--- src/rtl/main_config.sv ---
// Pedalboard build configuration shared by the top level and the testbench.
// Holds the codec link geometry and the word-select encoding.
package main_config;

  localparam int CODEC_DATA_WIDTH = 16;
  localparam int CODEC_SLOT_WIDTH = 32;
  localparam int CODEC_CLK_DIV    = 8;

  typedef enum logic {
    SLOT_LEFT  = 1'b0,
    SLOT_RIGHT = 1'b1
  } slot_e;

  // clk_i cycles per stereo frame (one sample_tick_o period).
  function automatic int codec_frame_cycles(input int clk_div, input int slot_width);
    return 4 * clk_div * slot_width;
  endfunction

endpackage

--- src/rtl/i2s_clk_gen.sv ---
// I2S master clocking: BCLK divider, frame bit counter and word select.
// rise_stb/fall_stb are high on the clk_i edge where bclk_o toggles.
module i2s_clk_gen
  import main_config::*;
#(
  parameter int SLOT_WIDTH = CODEC_SLOT_WIDTH,
  parameter int CLK_DIV    = CODEC_CLK_DIV,
  parameter int BIT_CNT_W  = $clog2(2 * SLOT_WIDTH)
) (
  input  logic                 clk_i,
  input  logic                 srst_i,
  output logic                 bclk_o,
  output logic                 lrclk_o,
  output logic                 rise_stb,
  output logic                 fall_stb,
  output logic [BIT_CNT_W-1:0] bit_cnt
);

  localparam int DIV_W = (CLK_DIV > 1) ? $clog2(CLK_DIV) : 1;
  localparam logic [DIV_W-1:0]     DIV_LAST = DIV_W'(CLK_DIV - 1);
  localparam logic [BIT_CNT_W-1:0] BIT_LAST = BIT_CNT_W'(2 * SLOT_WIDTH - 1);
  localparam logic [BIT_CNT_W-1:0] SLOT_B   = BIT_CNT_W'(SLOT_WIDTH);

  logic [DIV_W-1:0]     div_cnt;
  logic                 div_last;
  logic [BIT_CNT_W-1:0] bit_nxt;

  assign div_last = (div_cnt == DIV_LAST);
  assign rise_stb = div_last & ~bclk_o;
  assign fall_stb = div_last & bclk_o;
  assign bit_nxt  = (bit_cnt == BIT_LAST) ? '0 : bit_cnt + 1'b1;

  always_ff @(posedge clk_i) begin
    // NOTE: non-blocking assignments so every flop samples pre-edge values.
    if (srst_i) begin
      div_cnt <= '0;
      bclk_o  <= 1'b0;
      lrclk_o <= SLOT_LEFT;
      bit_cnt <= '0;
    end else begin
      div_cnt <= div_last ? '0 : div_cnt + 1'b1;
      if (div_last) bclk_o <= ~bclk_o;
      // Word select changes with the falling BCLK, one bit ahead of the MSB.
      if (fall_stb) begin
        bit_cnt <= bit_nxt;
        lrclk_o <= (bit_nxt >= SLOT_B) ? SLOT_RIGHT : SLOT_LEFT;
      end
    end
  end

endmodule

--- src/rtl/i2s_codec_if.sv ---
// Master-mode I2S link to the codec: captures the ADC left channel into data_o
// with a per-frame tick, and plays one latched sample on both DAC channels.
module i2s_codec_if
  import main_config::*;
#(
  parameter int DATA_WIDTH = CODEC_DATA_WIDTH,
  parameter int SLOT_WIDTH = CODEC_SLOT_WIDTH,
  parameter int CLK_DIV    = CODEC_CLK_DIV
) (
  input  logic                  clk_i,
  input  logic                  srst_i,
  output logic                  bclk_o,
  output logic                  lrclk_o,
  input  logic                  adc_data_i,
  output logic                  dac_data_o,
  input  logic                  din_dout_shortcut_i,
  input  logic [DATA_WIDTH-1:0] data_i,
  output logic [DATA_WIDTH-1:0] data_o,
  output logic                  sample_tick_o
);

  localparam int BCW   = $clog2(2 * SLOT_WIDTH);
  localparam int IDX_W = $clog2(DATA_WIDTH);
  localparam logic [BCW-1:0] DW_B     = BCW'(DATA_WIDTH);
  localparam logic [BCW-1:0] SLOT_B   = BCW'(SLOT_WIDTH);
  localparam logic [BCW-1:0] BIT_LAST = BCW'(2 * SLOT_WIDTH - 1);

  if (SLOT_WIDTH < DATA_WIDTH + 1) begin : g_bad_slot
    $error("i2s_codec_if: SLOT_WIDTH must be at least DATA_WIDTH+1");
  end
  if (CLK_DIV < 2) begin : g_bad_div
    $error("i2s_codec_if: CLK_DIV must be at least 2");
  end

  logic           rise_stb;
  logic           fall_stb;
  logic [BCW-1:0] bit_cnt;

  i2s_clk_gen #(
    .SLOT_WIDTH (SLOT_WIDTH),
    .CLK_DIV    (CLK_DIV),
    .BIT_CNT_W  (BCW)
  ) u_clk_gen (
    .clk_i    (clk_i),
    .srst_i   (srst_i),
    .bclk_o   (bclk_o),
    .lrclk_o  (lrclk_o),
    .rise_stb (rise_stb),
    .fall_stb (fall_stb),
    .bit_cnt  (bit_cnt)
  );

  // The last received bit goes straight into data_o, so the shifter is one bit short.
  logic [DATA_WIDTH-2:0] rx_sr;
  logic [DATA_WIDTH-1:0] tx;
  logic [BCW-1:0]        bit_nxt;
  logic [BCW-1:0]        pos_nxt;
  logic [IDX_W-1:0]      tx_idx;
  logic                  dac_nxt;

  always_comb begin
    // NOTE: every variable gets a default first, so no path infers a latch.
    bit_nxt = (bit_cnt == BIT_LAST) ? '0 : bit_cnt + 1'b1;
    pos_nxt = (bit_nxt >= SLOT_B) ? bit_nxt - SLOT_B : bit_nxt;
    tx_idx  = IDX_W'(DW_B - pos_nxt);
    dac_nxt = 1'b0;
    if (pos_nxt != '0 && pos_nxt <= DW_B) dac_nxt = tx[tx_idx];
  end

  always_ff @(posedge clk_i) begin
    if (srst_i) begin
      rx_sr         <= '0;
      data_o        <= '0;
      sample_tick_o <= 1'b0;
      tx            <= '0;
      dac_data_o    <= 1'b0;
    end else begin
      sample_tick_o <= 1'b0;
      // Left slot only: bit_cnt 1..DATA_WIDTH is below SLOT_WIDTH by construction.
      if (rise_stb && bit_cnt != '0 && bit_cnt <= DW_B) begin
        rx_sr <= {rx_sr[DATA_WIDTH-3:0], adc_data_i};
        if (bit_cnt == DW_B) begin
          data_o        <= {rx_sr, adc_data_i};
          sample_tick_o <= 1'b1;
        end
      end
      if (fall_stb) begin
        dac_data_o <= dac_nxt;
        // Source choice is sampled only at the frame wrap, so a shortcut change never splits a frame.
        if (bit_nxt == '0) tx <= din_dout_shortcut_i ? data_o : data_i;
      end
    end
  end

endmodule

--- config.mk ---
export PLATFORM = sky130hd
export DESIGN_NAME = i2s_codec_if
export DESIGN_NICKNAME = d
export VERILOG_FILES = /design/src/rtl/main_config.sv /design/src/rtl/i2s_clk_gen.sv /design/src/rtl/i2s_codec_if.sv
export SDC_FILE = /design/constraint.sdc
export NUM_CORES = 1
export LEC_CHECK = 0
export CAP_MARGIN = 20
export CORE_MARGIN = 3
export CORE_UTILIZATION = 32
export DETAILED_ROUTE_END_ITERATION = 8
export PLACE_DENSITY = 0.54
export SYNTH_ARGS = -nofsm -noshare
export SYNTH_HDL_FRONTEND = slang
export SYNTH_SLANG_ARGS = --single-unit
--- constraint.sdc ---
create_clock -name clk_i -period 2.1 [get_ports clk_i]
set_input_delay 0.42 -clock clk_i [delete_from_list [all_inputs] [get_ports clk_i]]
set_output_delay 0.42 -clock clk_i [all_outputs]
set_load 0.01 [all_outputs]
* Word-level counts from Yosys, hierarchy flattened *
Cells that the tools add are included.

operators by class
  add/subtract/negate cells = 4
  multipliers = 0
  divide/modulo/power cells = 0
  magnitude comparators = 4
  equal/unequal tests = 3
  shifts and indexed selects = 0
  multiplexer cells = 8
  bitwise gates (word level) = 4
  reduce and logical (&&, ||, !) cells = 10

operator list
  operator                                                                           count
  16-bit 2-to-1 mux                                                                  1
  6-bit by 5-bit less-or-equal comparator with 1-bit output (second input constant)  2
  6-bit 2-to-1 mux                                                                   2
  6-bit nonzero test                                                                 2
  6-bit by 1-bit adder with 6-bit output (second input constant)                     1
  6-bit by 5-bit == test with 1-bit output (second input constant)                   1
  6-bit == test (second input constant)                                              1
  6-bit greater-or-equal comparator (second input constant)                          1
  6-bit logical NOT                                                                  1
  6-bit subtractor (second input constant)                                           1
  4-bit by 5-bit < comparator with 1-bit output (second input constant)              1
  1-bit binary-select mux with 4-bit select                                          1
  1-bit 2-to-1 mux                                                                   4
  2-bit AND reduction                                                                2
  2-bit OR reduction                                                                 2
  1-bit by 4-bit subtractor with 4-bit output (first input constant)                 1
  3-bit by 1-bit adder with 3-bit output (second input constant)                     1
  3-bit == test (second input constant)                                              1
  1-bit logical AND                                                                  3
  1-bit AND                                                                          2
  1-bit NOT                                                                          2

storage, ports and cells
  register bits = 60
  bits in latches = 0
  memory bits (writable) = 0
  memory bits (read-only) = 0
  bits of input ports = 20
  output and inout bits = 20
  logic and storage cells = 42
  memories kept = 0

* Logic depth before layout (Yosys ltp) *
  word-level depth = 8
  depth in mapped cells = 9
  depth with buffers taken out = 7

* Cells and area by module *
A second synthesis with hierarchy kept.

second synthesis, totals
  cells, all modules = 318
  area total of the unflattened synthesis = 2882.8 um2

by module, submodules not included
  module        times used  cells each  area each (um2)  seq. area each (um2)
  i2s_codec_if  1           268         2438.6           980.9
  i2s_clk_gen   1           50          444.2            200.2

* Worst setup path before layout *
No wires, ideal clock.

  kind = reg-to-reg
  from = reg u_clk_gen.bit_cnt[1]
  to = reg dac_data_o
  setup time = 0.129 ns
  arrival = 1.923 ns
  data required time = 1.971 ns
  path slack = 0.048 ns
  cell stages (with the launch flop) = 10
  buffers on the path = 2
  clock period less this slack = 2.052 ns
  cell sequence = dfxtp_1 > buf_2 > inv_1 > ha_1 > buf_6 > mux4_2 > a32oi_1 > nand3_1 > nor4b_1 > a211oi_1

on the way
  cells in the longest elaborated chain, start to end = 8

RTL lines
  element                                                                         RTL line            RTL
  from (decl)                                                                     i2s_clk_gen.sv:16   output logic [BIT_CNT_W-1:0] bit_cnt
  from (signal assigned)                                                          i2s_clk_gen.sv:45   bit_cnt <= bit_nxt;
  6-bit by 1-bit adder with 6-bit output / 6-bit == test (equally long branches)  i2s_codec_if.sv:63  bit_nxt = (bit_cnt == BIT_LAST) ? '0 : bit_cnt + 1'b1;
  6-bit 2-to-1 mux (*)                                                            i2s_codec_if.sv:63
  net bit_nxt[1]                                                                  i2s_codec_if.sv:56  logic [BCW-1:0] bit_nxt;
  6-bit subtractor / 6-bit greater-or-equal comparator (equally long branches)    i2s_codec_if.sv:64  pos_nxt = (bit_nxt >= SLOT_B) ? bit_nxt - SLOT_B : bit_nxt;
  6-bit 2-to-1 mux (*)                                                            i2s_codec_if.sv:64
  1-bit by 4-bit subtractor with 4-bit output                                     i2s_codec_if.sv:65  tx_idx = IDX_W'(DW_B - pos_nxt);
  1-bit binary-select mux with 4-bit select                                       i2s_codec_if.sv:67  if (pos_nxt != '0 && pos_nxt <= DW_B) dac_nxt = tx[tx_idx];
  1-bit 2-to-1 mux (implied by the code)                                          i2s_codec_if.sv:67
  1-bit 2-to-1 mux (*)                                                            i2s_codec_if.sv:67
  to (signal assigned)                                                            i2s_codec_if.sv:88  dac_data_o <= dac_nxt;
  to (decl)                                                                       i2s_codec_if.sv:15  output logic dac_data_o,

Mark *: on every way through the listed nets, which the timed path passes. The rest lies on a longest branch. The select of a mux whose other input is x is not followed.
A chain may end at the register's enable or synchronous reset.

* Worst setup path after layout *
  from = reg u_clk_gen.bit_cnt[0]
  to = reg dac_data_o

The elaborated chain is that of the path after synthesis.

==> results_dict.tcl <==
set metrics [dict create \
    syn-cell-area_um2 2820 \
    clockBufferDepth 2 \
    placed_cells 435 \
    n_antenna_cell 0 \
    drtAntennaViolNets 0 \
    post_cts_buffers 0 \
    crit_start "u_clk_gen.bit_cnt[0]" \
    cellLeakagePower_nw 1.33 \
    holdWs_ps 436 \
    port_buffers 39 \
    grt_max_degree 59 \
    utilization 0.420 \
    ff2ff_path_depth 7 \
    cts_tree "yes" \
    ys_types 49 \
    clk_pin_slew_ps 70 \
    status "completed" \
    reg2reg_to "dac_data_o" \
    crit_path_end_kind "flip-flop" \
    synth_seq_cells 60 \
    syn-num-nets 327 \
    stdcell_count 450 \
    critPathSlowestCell "mux4_2" \
    r2r-start "u_clk_gen.bit_cnt[0]" \
    worstSetupStartpointType "flip-flop" \
    path_max_fanout 5 \
    first_global_vias 2179 \
    hp-class "reg2reg" \
    hpwlAfterDp_mm 4.31 \
    finalSetupViolCount 0 \
    worstPathArrival_ps 2220 \
    finalInstanceArea_um2 3520 \
    drv_slew 0 \
    yosysMostFrequentCell "dfxtp_1" \
    drv_cap 0 \
    crit_buf_inv 1 \
    cts_root_buffer "clkbuf_8" \
    synth_cells 303 \
    die_area_um2 9980 \
    timing.final.hold_violations 0 \
    synth_top_area_frac 0.426 \
    worstPathCellList "inv_1 > ha_4 > mux4_2 > a32oi_1 > nand3_1 > nor4b_2 > a211oi_1" \
    synthArstFlopShare 0 \
    htreeDepth 3 \
    drt-total-wl_mm 6.54 \
    reg2reg_slack_ps 100 \
    final_nets 365 \
    finalClockSkew_ps 4.09 \
    drt-initial-drc-count 89 \
    min_path_cells 1 \
    ys_top_cells_by_area "dfxtp_1 (43%), mux2i_1 (12%), a211oi_2 (6.7%)" \
    wl_per_cell_um 14.5 \
    ir_drop_uv 267 \
    grt_first_pass_wirelength_mm 11.0 \
    io_pins 40 \
    synth_edf_count 0 \
    ys_top_cells_by_count "dfxtp_1 (60), nand2_1 (42), nor2_1 (37)" \
    crit_path_max_incr_delay_ps 490 \
    layout-drive-gt1-share 0.174 \
    numCtsBuffers 9 \
    dr_total_vias 2205 \
    die_h_um 99.9 \
    worstMarginPinSlew_ps 492 \
    area_growth_pct 24.8 \
    drtPass1Iterations 4 \
    viasPerCell 4.90 \
    start_util 0.337 \
    grt_util_all_layers 0.138 \
    synth_top_area_cell "dfxtp_1" \
    crit_required_ps 2320 \
    yosysWarnings 0 \
    crit_type "reg2reg" \
    insertion_delay_ps 330 \
    rows 33 \
    antenna_found_initial 0 \
    finalCriticalPeriod_ps 2000 \
    synth.avg_cell_area_um2 9.31 \
    die_x_um 99.9 \
    timing.fmax_mhz 500 \
    seq_area_frac_synth 0.426 \
    cts_resized 0 \
    hold_buffers 0 \
    ys.flop_type "dfxtp_1" \
    gp_congestion 0.859 \
    slew_headroom 0.671 \
    overflow 0 \
    core-area_um2 8380 \
    fin_crit_sh 0.953 \
    p_per_area_nw_per_um2 620 \
    hold_end "u_clk_gen.div_cnt[0]" \
    post_dp_cell_area_um2 3320 \
    min_from "u_clk_gen.div_cnt[0]" \
    clock_sinks 60 \
    path_delay_family "multiplexers" \
    drc 0 \
]
==> layer usage <==
| metal | vias to the layer above | routed length, µm | GRT usage |
|---|---|---|---|
| met5 | - | 0 | 0 |
| met4 | 0 | 119 | 0.0494 |
| met3 | 9 | 225 | 0.0431 |
| met2 | 39 | 2990 | 0.206 |
| met1 | 1025 | 3200 | 0.187 |
| li1 | 1132 | - | - |
==> where the power goes <==
group,switching [mW],internal [mW]
combinational,0.0472,0.0543
sequential,0.00195,1.14
clock,0.455,0.481
==> how the worst max path moves through the flow <==
| stage | endpoint | slack (ps) | cells after the start |
|---|---|---|---|
| after floorplan | dac_data_o | 50 | 9 |
| after global placement | dac_data_o | 150 | 7 |
| after detailed placement | dac_data_o | 100 | 7 |
| after CTS | dac_data_o | 100 | 7 |
| after global routing | dac_data_o | -10 | 7 |
| final | dac_data_o | 100 | 7 |
==> cells in the final DEF (no fill, tap or decap), types with 3 or more instances in the layout <==
cell type / instances
dfxtp_1: 60
nand2_1: 42
clkdlybuf4s50_1: 38
nor2_1: 37
mux2i_1: 33
a21oi_1: 24
a211oi_2: 14
clkbuf_8: 11
buf_4: 10
nand3_1: 6
inv_1: 5
nor3_1: 4
a211oi_1: 4
nand4_1: 3
xnor2_1: 3
buf_12: 3
==> logic make-up (layout without fill, tap and decap cells) <==
family          after synthesis  in the layout  synth area share
simple gates                110            110             0.184
flops                        60             60             0.426
compound gates               59             59             0.165
mux                          36             36             0.133
buf+inv                      30             72            0.0625
fa+ha+maj                     4              4            0.0177
xor+xnor                      4              4            0.0124
==> layout make-up <==
class                   instances  area, µm²
flip-flops and latches         60       1200
fillers                       865       4860
repair buffers                 52        520
well taps                     105        131
clock inverters                 4       25.0
inverters                       5       18.8
multi-input cells             213       1470
clock buffers                  11        151
==> per-stage QoR <==
stage	power [mW]	TNS (ps)	setup WS [ps]
after detailed placement	1.27	0	104
after CTS	2.21	0	95.1
after global routing	2.27	-14.0	-14.0
after global placement	1.27	0	152
after floorplan	1.22	0	47.6
final	2.18	0	99.6
==> sequential cells by signal, indices dropped and copies added, names as in the netlist <==
name,cells
sample_tick_o,1
rx_sr,15
u_clk_gen.div_cnt,3
tx,16
dac_data_o,1
u_clk_gen.lrclk_o,1
data_o,16
u_clk_gen.bit_cnt,6
u_clk_gen.bclk_o,1
==> worst reg2reg max path, stage by stage, from the launching register on <==
cell and delay, ps:
dfxtp_1 360, inv_1 130, ha_4 290, mux4_2 490, a32oi_1 190, nand3_1 130, nor4b_2 220, a211oi_1 70
Note: power is estimated with default switching activity, not from simulation.
